### src/rtl/adder_sched_pkg.sv
`default_nettype none
// ============================================================================
//  Module      : adder_sched_pkg
//  Description : Shared types and constants for the round-robin adder scheduler
//  Revision    : 1.0 - initial release
// ============================================================================
package adder_sched_pkg;

    localparam int c_DEF_W   = 32;
    localparam int c_DEF_LAT = 3;

    localparam logic [1:0] OP_ADD  = 2'd0;
    localparam logic [1:0] OP_ADDC = 2'd1;
    localparam logic [1:0] OP_SUB  = 2'd2;

    typedef struct packed {
        logic valid;
        logic owner;
    } tag_t;

endpackage : adder_sched_pkg
`default_nettype wire

### src/rtl/add_pipe.sv
`default_nettype none
// ============================================================================
//  Module      : add_pipe
//  Description : Three-stage W-bit adder split into two W/2 halves
//  Revision    : 1.0 - initial release
// ============================================================================
module add_pipe #(
    parameter int W = 32
) (
    input  logic         clk_i,
    input  logic [W-1:0] a,
    input  logic [W-1:0] b,
    input  logic         cin,
    output logic [W-1:0] sum,
    output logic         cout
);

    localparam int c_H = W / 2;

    logic [W-1:0]   r_a;
    logic [W-1:0]   r_b;
    logic           r_cin;
    logic [c_H-1:0] r_lo_sum;
    logic           r_lo_c;
    logic [c_H-1:0] r_a_hi;
    logic [c_H-1:0] r_b_hi;
    logic [W-1:0]   r_sum;
    logic           r_cout;
    logic [c_H:0]   w_lo;
    logic [c_H:0]   w_hi;

    assign w_lo = {1'b0, r_a[c_H-1:0]} + {1'b0, r_b[c_H-1:0]} + {{c_H{1'b0}}, r_cin};
    assign w_hi = {1'b0, r_a_hi} + {1'b0, r_b_hi} + {{c_H{1'b0}}, r_lo_c};

    // Datapath only: no reset, validity is tracked by the scheduler's tags.
    always_ff @(posedge clk_i) begin
        r_a      <= a;
        r_b      <= b;
        r_cin    <= cin;
        r_lo_sum <= w_lo[c_H-1:0];
        r_lo_c   <= w_lo[c_H];
        r_a_hi   <= r_a[W-1:c_H];
        r_b_hi   <= r_b[W-1:c_H];
        r_sum    <= {w_hi[c_H-1:0], r_lo_sum};
        r_cout   <= w_hi[c_H];
    end

    assign sum  = r_sum;
    assign cout = r_cout;

endmodule : add_pipe
`default_nettype wire

### src/rtl/adder_rr_sched.sv
`default_nettype none
// ============================================================================
//  Module      : adder_rr_sched
//  Description : Round-robin sharing of one pipelined adder between two requesters
//  Revision    : 1.0 - initial release
// ============================================================================
module adder_rr_sched
    import adder_sched_pkg::*;
#(
    parameter int W   = c_DEF_W,
    parameter int LAT = c_DEF_LAT
) (
    input  logic                         clk_i,
    input  logic                         rst_i,
    input  logic [1:0]                   req_valid_i,
    output logic [1:0]                   req_ready_o,
    input  logic [1:0][1:0]              req_op_i,
    input  logic [1:0][W-1:0]            req_a_i,
    input  logic [1:0][W-1:0]            req_b_i,
    input  logic [1:0]                   req_c_i,
    output logic [1:0]                   rsp_valid_o,
    output logic [W-1:0]                 rsp_sum_o,
    output logic                         rsp_cout_o,
    output logic                         busy_o,
    output logic [$clog2(LAT+1)-1:0]     inflight_o
);

    localparam int c_CW = $clog2(LAT + 1);

    logic                 r_rr_ptr;
    tag_t [LAT-1:0]       r_tag;
    logic                 w_issue;
    logic                 w_grant;
    logic [1:0]           w_op;
    logic [W-1:0]         w_a;
    logic [W-1:0]         w_b;
    logic                 w_cin;
    logic [W-1:0]         w_sum;
    logic                 w_cout;
    logic [c_CW-1:0]      w_inflight;

    always_comb begin
        w_grant = r_rr_ptr;
        case (req_valid_i)
            2'b01:   w_grant = 1'b0;
            2'b10:   w_grant = 1'b1;
            default: w_grant = r_rr_ptr;
        endcase
        w_issue = (|req_valid_i) & ~rst_i;

        w_op  = req_op_i[w_grant];
        w_a   = req_a_i[w_grant];
        w_b   = req_b_i[w_grant];
        w_cin = 1'b0;
        // Reserved encoding falls through to plain ADD.
        case (w_op)
            OP_ADD:  w_cin = 1'b0;
            OP_ADDC: w_cin = req_c_i[w_grant];
            OP_SUB: begin
                w_b   = ~req_b_i[w_grant];
                w_cin = 1'b1;
            end
            default: w_cin = 1'b0;
        endcase
    end

    assign req_ready_o = w_issue ? (w_grant ? 2'b10 : 2'b01) : 2'b00;

    always_ff @(posedge clk_i) begin
        if (rst_i) begin
            r_rr_ptr <= 1'b0;
            r_tag    <= '0;
        end else begin
            if (w_issue) begin
                r_rr_ptr <= ~w_grant;
            end
            r_tag[0] <= tag_t'{valid: w_issue, owner: w_grant};
            for (int i = 1; i < LAT; i++) begin
                r_tag[i] <= r_tag[i-1];
            end
        end
    end

    always_comb begin
        w_inflight = '0;
        for (int i = 0; i < LAT; i++) begin
            w_inflight = w_inflight + c_CW'(r_tag[i].valid);
        end
    end

    add_pipe #(
        .W (W)
    ) u_add_pipe (
        .clk_i (clk_i),
        .a     (w_a),
        .b     (w_b),
        .cin   (w_cin),
        .sum   (w_sum),
        .cout  (w_cout)
    );

    // Status outputs are forced idle for as long as reset is held.
    assign rsp_valid_o = rst_i ? 2'b00 :
                         {r_tag[LAT-1].valid &  r_tag[LAT-1].owner,
                          r_tag[LAT-1].valid & ~r_tag[LAT-1].owner};
    assign rsp_sum_o   = w_sum;
    assign rsp_cout_o  = w_cout;
    assign inflight_o  = rst_i ? '0 : w_inflight;
    assign busy_o      = ~rst_i & (w_inflight != '0);

endmodule : adder_rr_sched
`default_nettype wire
### config.mk
export PLATFORM = sky130hd
export DESIGN_NAME = adder_rr_sched
export DESIGN_NICKNAME = d
export VERILOG_FILES = /design/src/rtl/adder_sched_pkg.sv /design/src/rtl/add_pipe.sv /design/src/rtl/adder_rr_sched.sv
export SDC_FILE = /design/constraint.sdc
export NUM_CORES = 1
export LEC_CHECK = 0
export CORE_ASPECT_RATIO = 0.7
export CORE_MARGIN = 5
export CORE_UTILIZATION = 42
export CTS_CLUSTER_SIZE = 30
export DETAILED_ROUTE_END_ITERATION = 8
export GPL_TIMING_DRIVEN = 0
export PLACE_DENSITY = 0.75
export SYNTH_ARGS = -nofsm -noshare
export SYNTH_HDL_FRONTEND = slang
export SYNTH_HIERARCHICAL = 1
export SYNTH_SLANG_ARGS = --single-unit
### constraint.sdc
create_clock -name clk_i -period 2.5 [get_ports clk_i]
set_input_delay 0.375 -clock clk_i [delete_from_list [all_inputs] [get_ports clk_i]]
set_output_delay 0.375 -clock clk_i [all_outputs]
set_load 0.1 [all_outputs]
Word level (Yosys, flattened, before mapping):

Cells that the tools add are included.

* register bits after elaboration: 154
* RAM bits: 0
* memory bits (read-only): 0
* memories kept: 0
* logic and storage cells: 52
* latch bits: 0
* output and inout port bits: 40
* bits of input ports: 138

* reductions and logical operators: 2
* $mul: 0
* magnitude comparators: 1
* div/mod/pow operators: 0
* equal/unequal tests: 4
* $add $sub $neg: 6
* muxes and demuxes: 15
* bitwise operators: 8
* shift operators: 0

Operators with widths (number)
* $mux W32: 5
* $add A16 B16 Y17: 2
* $add A17 B1 Y17: 2
* $not A32 Y32: 1
* $mux W2: 6
* $and A1 B1 Y1: 4
* $eq A2 B1 Y1 const B: 2
* $eq A2 B2 Y1 const B: 2
* $pmux W1 S2: 2
* $not A1 Y1: 3
* $add A1 B1 Y2: 1
* $add A2 B1 Y2: 1
* $lt A1 B2 Y1 const B: 1
* $mux W1: 2
* $reduce_bool A2 Y1: 1
* $reduce_or A2 Y1: 1

Logic depth before layout (Yosys ltp):

Gate-level depths: netlist of run 1.

* depth in word-level cells: 6
* gate-level depth with buffers: 10
* gate-level depth less buffers: 8

By module:

Netlist of run 1, hierarchy kept.

By module, submodules not included
* add_pipe: cells each 344, seq. area each 2942.8 µm², area each 4405.5 µm², instances 1
* adder_rr_sched: cells each 150, seq. area each 140.1 µm², area each 1447.6 µm², instances 1

Worst setup path after synthesis of run 1:

Ideal clock, no wire load.

* path kind: input-to-output
* start point: input req_valid_i[0]
* end point: output req_ready_o[1]
* path buffers: 2
* data required time: 2125 ps
* arrival: 3174 ps
* stages: 6
* path slack: -1049 ps
* cell sequence: inv_1 -> ha_1 -> mux2i_1 -> buf_6 -> buf_4 -> nor3_1

* cells in the longest elaborated chain, start to end: 4
* elaborated cells between the ends (all ways): 7
* those cells by class: 2 x eq/ne; 3 x mux; 1 x bitwise; 1 x reduce/logical

Ends and longest elaborated chain
* start, declared: line adder_rr_sched.sv:15 `input logic [1:0] req_valid_i,`
* $eq A2 B2 Y1 or $eq A2 B1 Y1 (tied branches): line adder_rr_sched.sv:44 `case (req_valid_i)`
* $pmux W1 S2: line adder_rr_sched.sv:44
* $mux W2: line adder_rr_sched.sv:67 `assign req_ready_o = w_issue ? (w_grant ? 2'b10 : 2'b01) : 2'b00;`
* $mux W2 *: line adder_rr_sched.sv:67
* end, declared: line adder_rr_sched.sv:16 `output logic [1:0] req_ready_o,`

Mark *: on every way between the ends. The rest lies on a longest branch, timed or not.

Worst setup path after layout of run 1:

* start point: register u_add_pipe.r_cin
* end point: register u_add_pipe.r_lo_c

* cells in the longest elaborated chain, start to end: 1

Ends and longest elaborated chain
* start, declared: line add_pipe.sv:22 `logic r_cin;`
* start signal, assigned: line add_pipe.sv:39 `r_cin <= cin;`
* $add A17 B1 Y17: line add_pipe.sv:32 `assign w_lo = {1'b0, r_a[c_H-1:0]} + {1'b0, r_b[c_H-1:0]} + {{c_H{1'b0}}, r_cin};`
* via u_add_pipe.w_lo[16]: line add_pipe.sv:29 `logic [c_H:0] w_lo;`
* end signal, assigned: line add_pipe.sv:41 `r_lo_c <= w_lo[c_H];`
* end, declared: line add_pipe.sv:24 `logic r_lo_c;`

The timed path passes the listed nets, and every way through them passes these cells.
A chain may end at the register's enable or synchronous reset.

==> summary.txt, run 1 <==
Status -> complete, no violations
Slowest stage delay, CP -> 410 ps
Hold_buf cts -> 0
Critical Path AT -> 2760 ps
Period utilisation layout -> 98.46%
Vias per std cell -> 4.700
Hold Crit Class -> reg2reg
Worst slack, placed -> -974.3 ps
Async SR Flop Fraction -> 0%
Initial core utilization -> 42.47%
Post-synth EDFFs -> 0
DRT iter0 DRCs -> 147
CTS sink count -> 154
Dpl cell area -> 0.007881 mm2
Setup ws final -> 38.55 ps
Synth top area share -> 52.67%
GP Congestion -> 0.8345
Flops & latches, synth -> 154
Site Rows -> 36
Slowest CP cell -> fa_2
Hold Fails Final Rpt -> 0
Critical path startpoint category -> register
Final Setup Violations -> 0
Minimum clock period -> 2461 ps
Layout Nets -> 877
H-tree levels -> 4
Syn-to-layout area delta -> 47.46%
CTS root buf -> clkbuf_16
Max_cap viols -> 0
Clock buffer depth -> 2
Residual overflow from global routing -> 0
Cells after synthesis -> 494
Design Area, Final -> 0.008631 mm2
Routed len/inst -> 15.22 um
CTS tree -> done
Unrepaired setup endpoints after global routing -> yes
Clock Pin Slew Worst Setup and Hold Paths -> 70 ps
# DRC -> 0
Crit-path cells -> fa_2, fa_2, a211oi_2, o211ai_1, nand4_1, o21ai_2, a221o_1, a21o_1
Peak VDD IR -> 0.5002 mV
First-pass DRT Iterations -> 5
Top Ports -> 178
Clock Latency Late Sink -> 410 ps
Hold slack -> 320.9 ps
Number of synthesis warnings -> 6
Least-Margin Pin Slew -> 1030 ps
Initial antenna violation count -> 1
Bufs and invs on worst path -> 0
Worst EP required -> 2800 ps
IO buf count -> 177
Yosys cell types -> 50
Syn_nets -> 671
Share of cells above drive strength 1 -> 15.71%
Die Height -> 108.8 um
Most common cell on crit path -> fa_2
Placeable Area -> 0.01378 mm2
CP Class -> reg2reg
Leakage power -> 3.626 nW
First-pass GRT wire length -> 21.36 mm
Top cell type by total area after synthesis -> dfxtp_1
GRT Total Usage -> 16.84%
Syn_area_per_cell -> 11.85 um2
Commonest non-fill, non-tap cell in the layout -> clkdlybuf4s50_1
Placed Instances -> 861
Fmax -> 406.3 MHz
HPWL Detailed -> 10.43 mm
Crit path max-delay family -> compound AO/OA/AOI/OAI gates
Drt total wl -> 13.75 mm
Non-Filler Instances -> 903
Number of buffers created by CTS -> 17
Diodes inserted -> 0
Most frequent cells in the layout -> clkdlybuf4s50_1 (170), dfxtp_1 (154), xnor2_1 (44)
Sequential share of the synthesized area -> 52.67%
Worst-path fanout max -> 3
Vias in the first global route -> 4,322
DIE AREA -> 0.01643 mm2
Post-synthesis cell area -> 0.005853 mm2
Primary FF master, synth -> dfxtp_1
Power per cell area -> 1229 mW/mm2
DIE WIDTH -> 151.1 um
Largest net degree at the start of global routing -> 17
Area contributors post-synth -> dfxtp_1 (53%), ha_1 (7.3%), xnor2_1 (6.6%)
Relative slew margins -> 31.12%
Worst-case clock skew -> 6.610 ps
Worst setup EP type -> register
Slew Viols, Final -> 0
DR vias -> 4,244
ANT nets after route -> 0
[synth_stat cells, types with 2 or more instances]
cell type  number
dfxtp_1       154
xnor2_1        44
mux2i_1        35
ha_1           34
mux2_2         33
a21oi_1        24
nor2_1         24
nand2_1        15
o21ai_0        14
inv_1          12
a21o_1         10
xor2_1         10
a211oi_1        7
nor2b_1         7
fa_1            5
nor3_1          5
o21ai_1         5
a31oi_1         4
buf_2           3
buf_4           3
buf_8           3
clkbuf_1        3
nand4_1         3
o21a_1          3
a21boi_0        2
a221o_1         2
a311o_1         2
and3_1          2
buf_6           2
nand2b_1        2
nand3b_1        2
nor3b_1         2
[power by group]
| group | internal (W) | switching (W) |
|---|---|---|
| sequential | 0.00317 | 0.000190 |
| combinational | 0.00151 | 0.00325 |
| clock | 0.00141 | 0.00108 |
[what timing repair did]
| action | in CTS | in global routing |
|---|---|---|
| pin swaps | 5 | 7 |
| setup endpoints to repair | 41 | 37 |
| resized for setup | 44 | 6 |
| setup buffers | 5 | 6 |
[stage by stage]
stage	total power, W	setup TNS, ps	utilization (%)
finish	0.01061	0	62.62
global route	0.01110	-103.6	62.62
CTS	0.01063	0	62.09
detailed placement	0.008039	-26230	57.18
global placement	0.007939	-23220	57.18
floorplan	0.006855	-178.9	-
[final timing paths]
path	startpoint	slack [ps]	depth (start not counted)	to
worst min register to register	u_add_pipe/r_a[27]$_DFF_P_	320	0	u_add_pipe/r_a_hi[11]$_DFF_P_
worst max register to register	u_add_pipe/r_cin$_DFF_P_	40	8	u_add_pipe/r_lo_c$_DFF_P_
worst min-delay path	u_add_pipe/r_a[27]$_DFF_P_	320	0	u_add_pipe/r_a_hi[11]$_DFF_P_
worst max-delay path	u_add_pipe/r_cin$_DFF_P_	40	8	u_add_pipe/r_lo_c$_DFF_P_
[cell type report]
type | instances | area, um2
buffer | 14 | 138.9
clock buffer | 17 | 425.4
clock inverter | 15 | 158.9
fill | 1117 | 5152
inverter | 12 | 45.04
multi-input combinational | 313 | 2674
sequential | 154 | 3083
tap | 190 | 237.7
timing repair buffer | 188 | 1868
[per-layer routing]
metal / track usage [%] / wire, um / part of all wire, %
met1: 21.36 / 6065 / 44
met2: 27.28 / 6478 / 47
met3: 5.816 / 974 / 7.1
met4: 5.045 / 215 / 1.6
met5: 0 / 13 / 0.095
[flip-flops by register name, summed over array words and instances, names as in the netlist]
signal	cells
u_add_pipe/r_a	32
u_add_pipe/r_b	32
u_add_pipe/sum	32
u_add_pipe/r_a_hi	16
u_add_pipe/r_b_hi	16
u_add_pipe/r_lo_sum	16
r_tag	6
r_rr_ptr	1
u_add_pipe/cout	1
u_add_pipe/r_cin	1
u_add_pipe/r_lo_c	1
[worst reg2reg max path, delay by kind of cell, from the launching register on]
family / cells / cell delay (ps)
flip-flops: 1 / 320
AO/OA/AOI/OAI: 5 / 1040
adder cells (fa/ha/maj): 2 / 790
AND/OR/NAND/NOR: 1 / 210
[kinds of logic (layout without fill, tap and decap cells)]
family | count (synthesis) | count (layout) | synth area share (%)
AND/OR/NAND/NOR | 67 | 67 | 5.536
adder cells (fa/ha/maj) | 39 | 39 | 8.978
buffers and inverters | 27 | 246 | 2.821
AO/OA/AOI/OAI | 85 | 85 | 9.577
XOR/XNOR | 54 | 54 | 8.080
multiplexers | 68 | 68 | 12.33
flip-flops | 154 | 154 | 52.67
Note: power is estimated with default switching activity, not from simulation.
==> inputs of run 2 (changes only) <==
--- a/config.mk
+++ b/config.mk
@@ -5,6 +5,7 @@
 export SDC_FILE = /design/constraint.sdc
 export NUM_CORES = 1
 export LEC_CHECK = 0
+export ABC_CLOCK_PERIOD_IN_PS = 2500
 export CORE_ASPECT_RATIO = 0.7
 export CORE_MARGIN = 5
 export CORE_UTILIZATION = 42
==> results of run 2 <==
The final DEF is identical to that of run 1; final timing and power are the same.
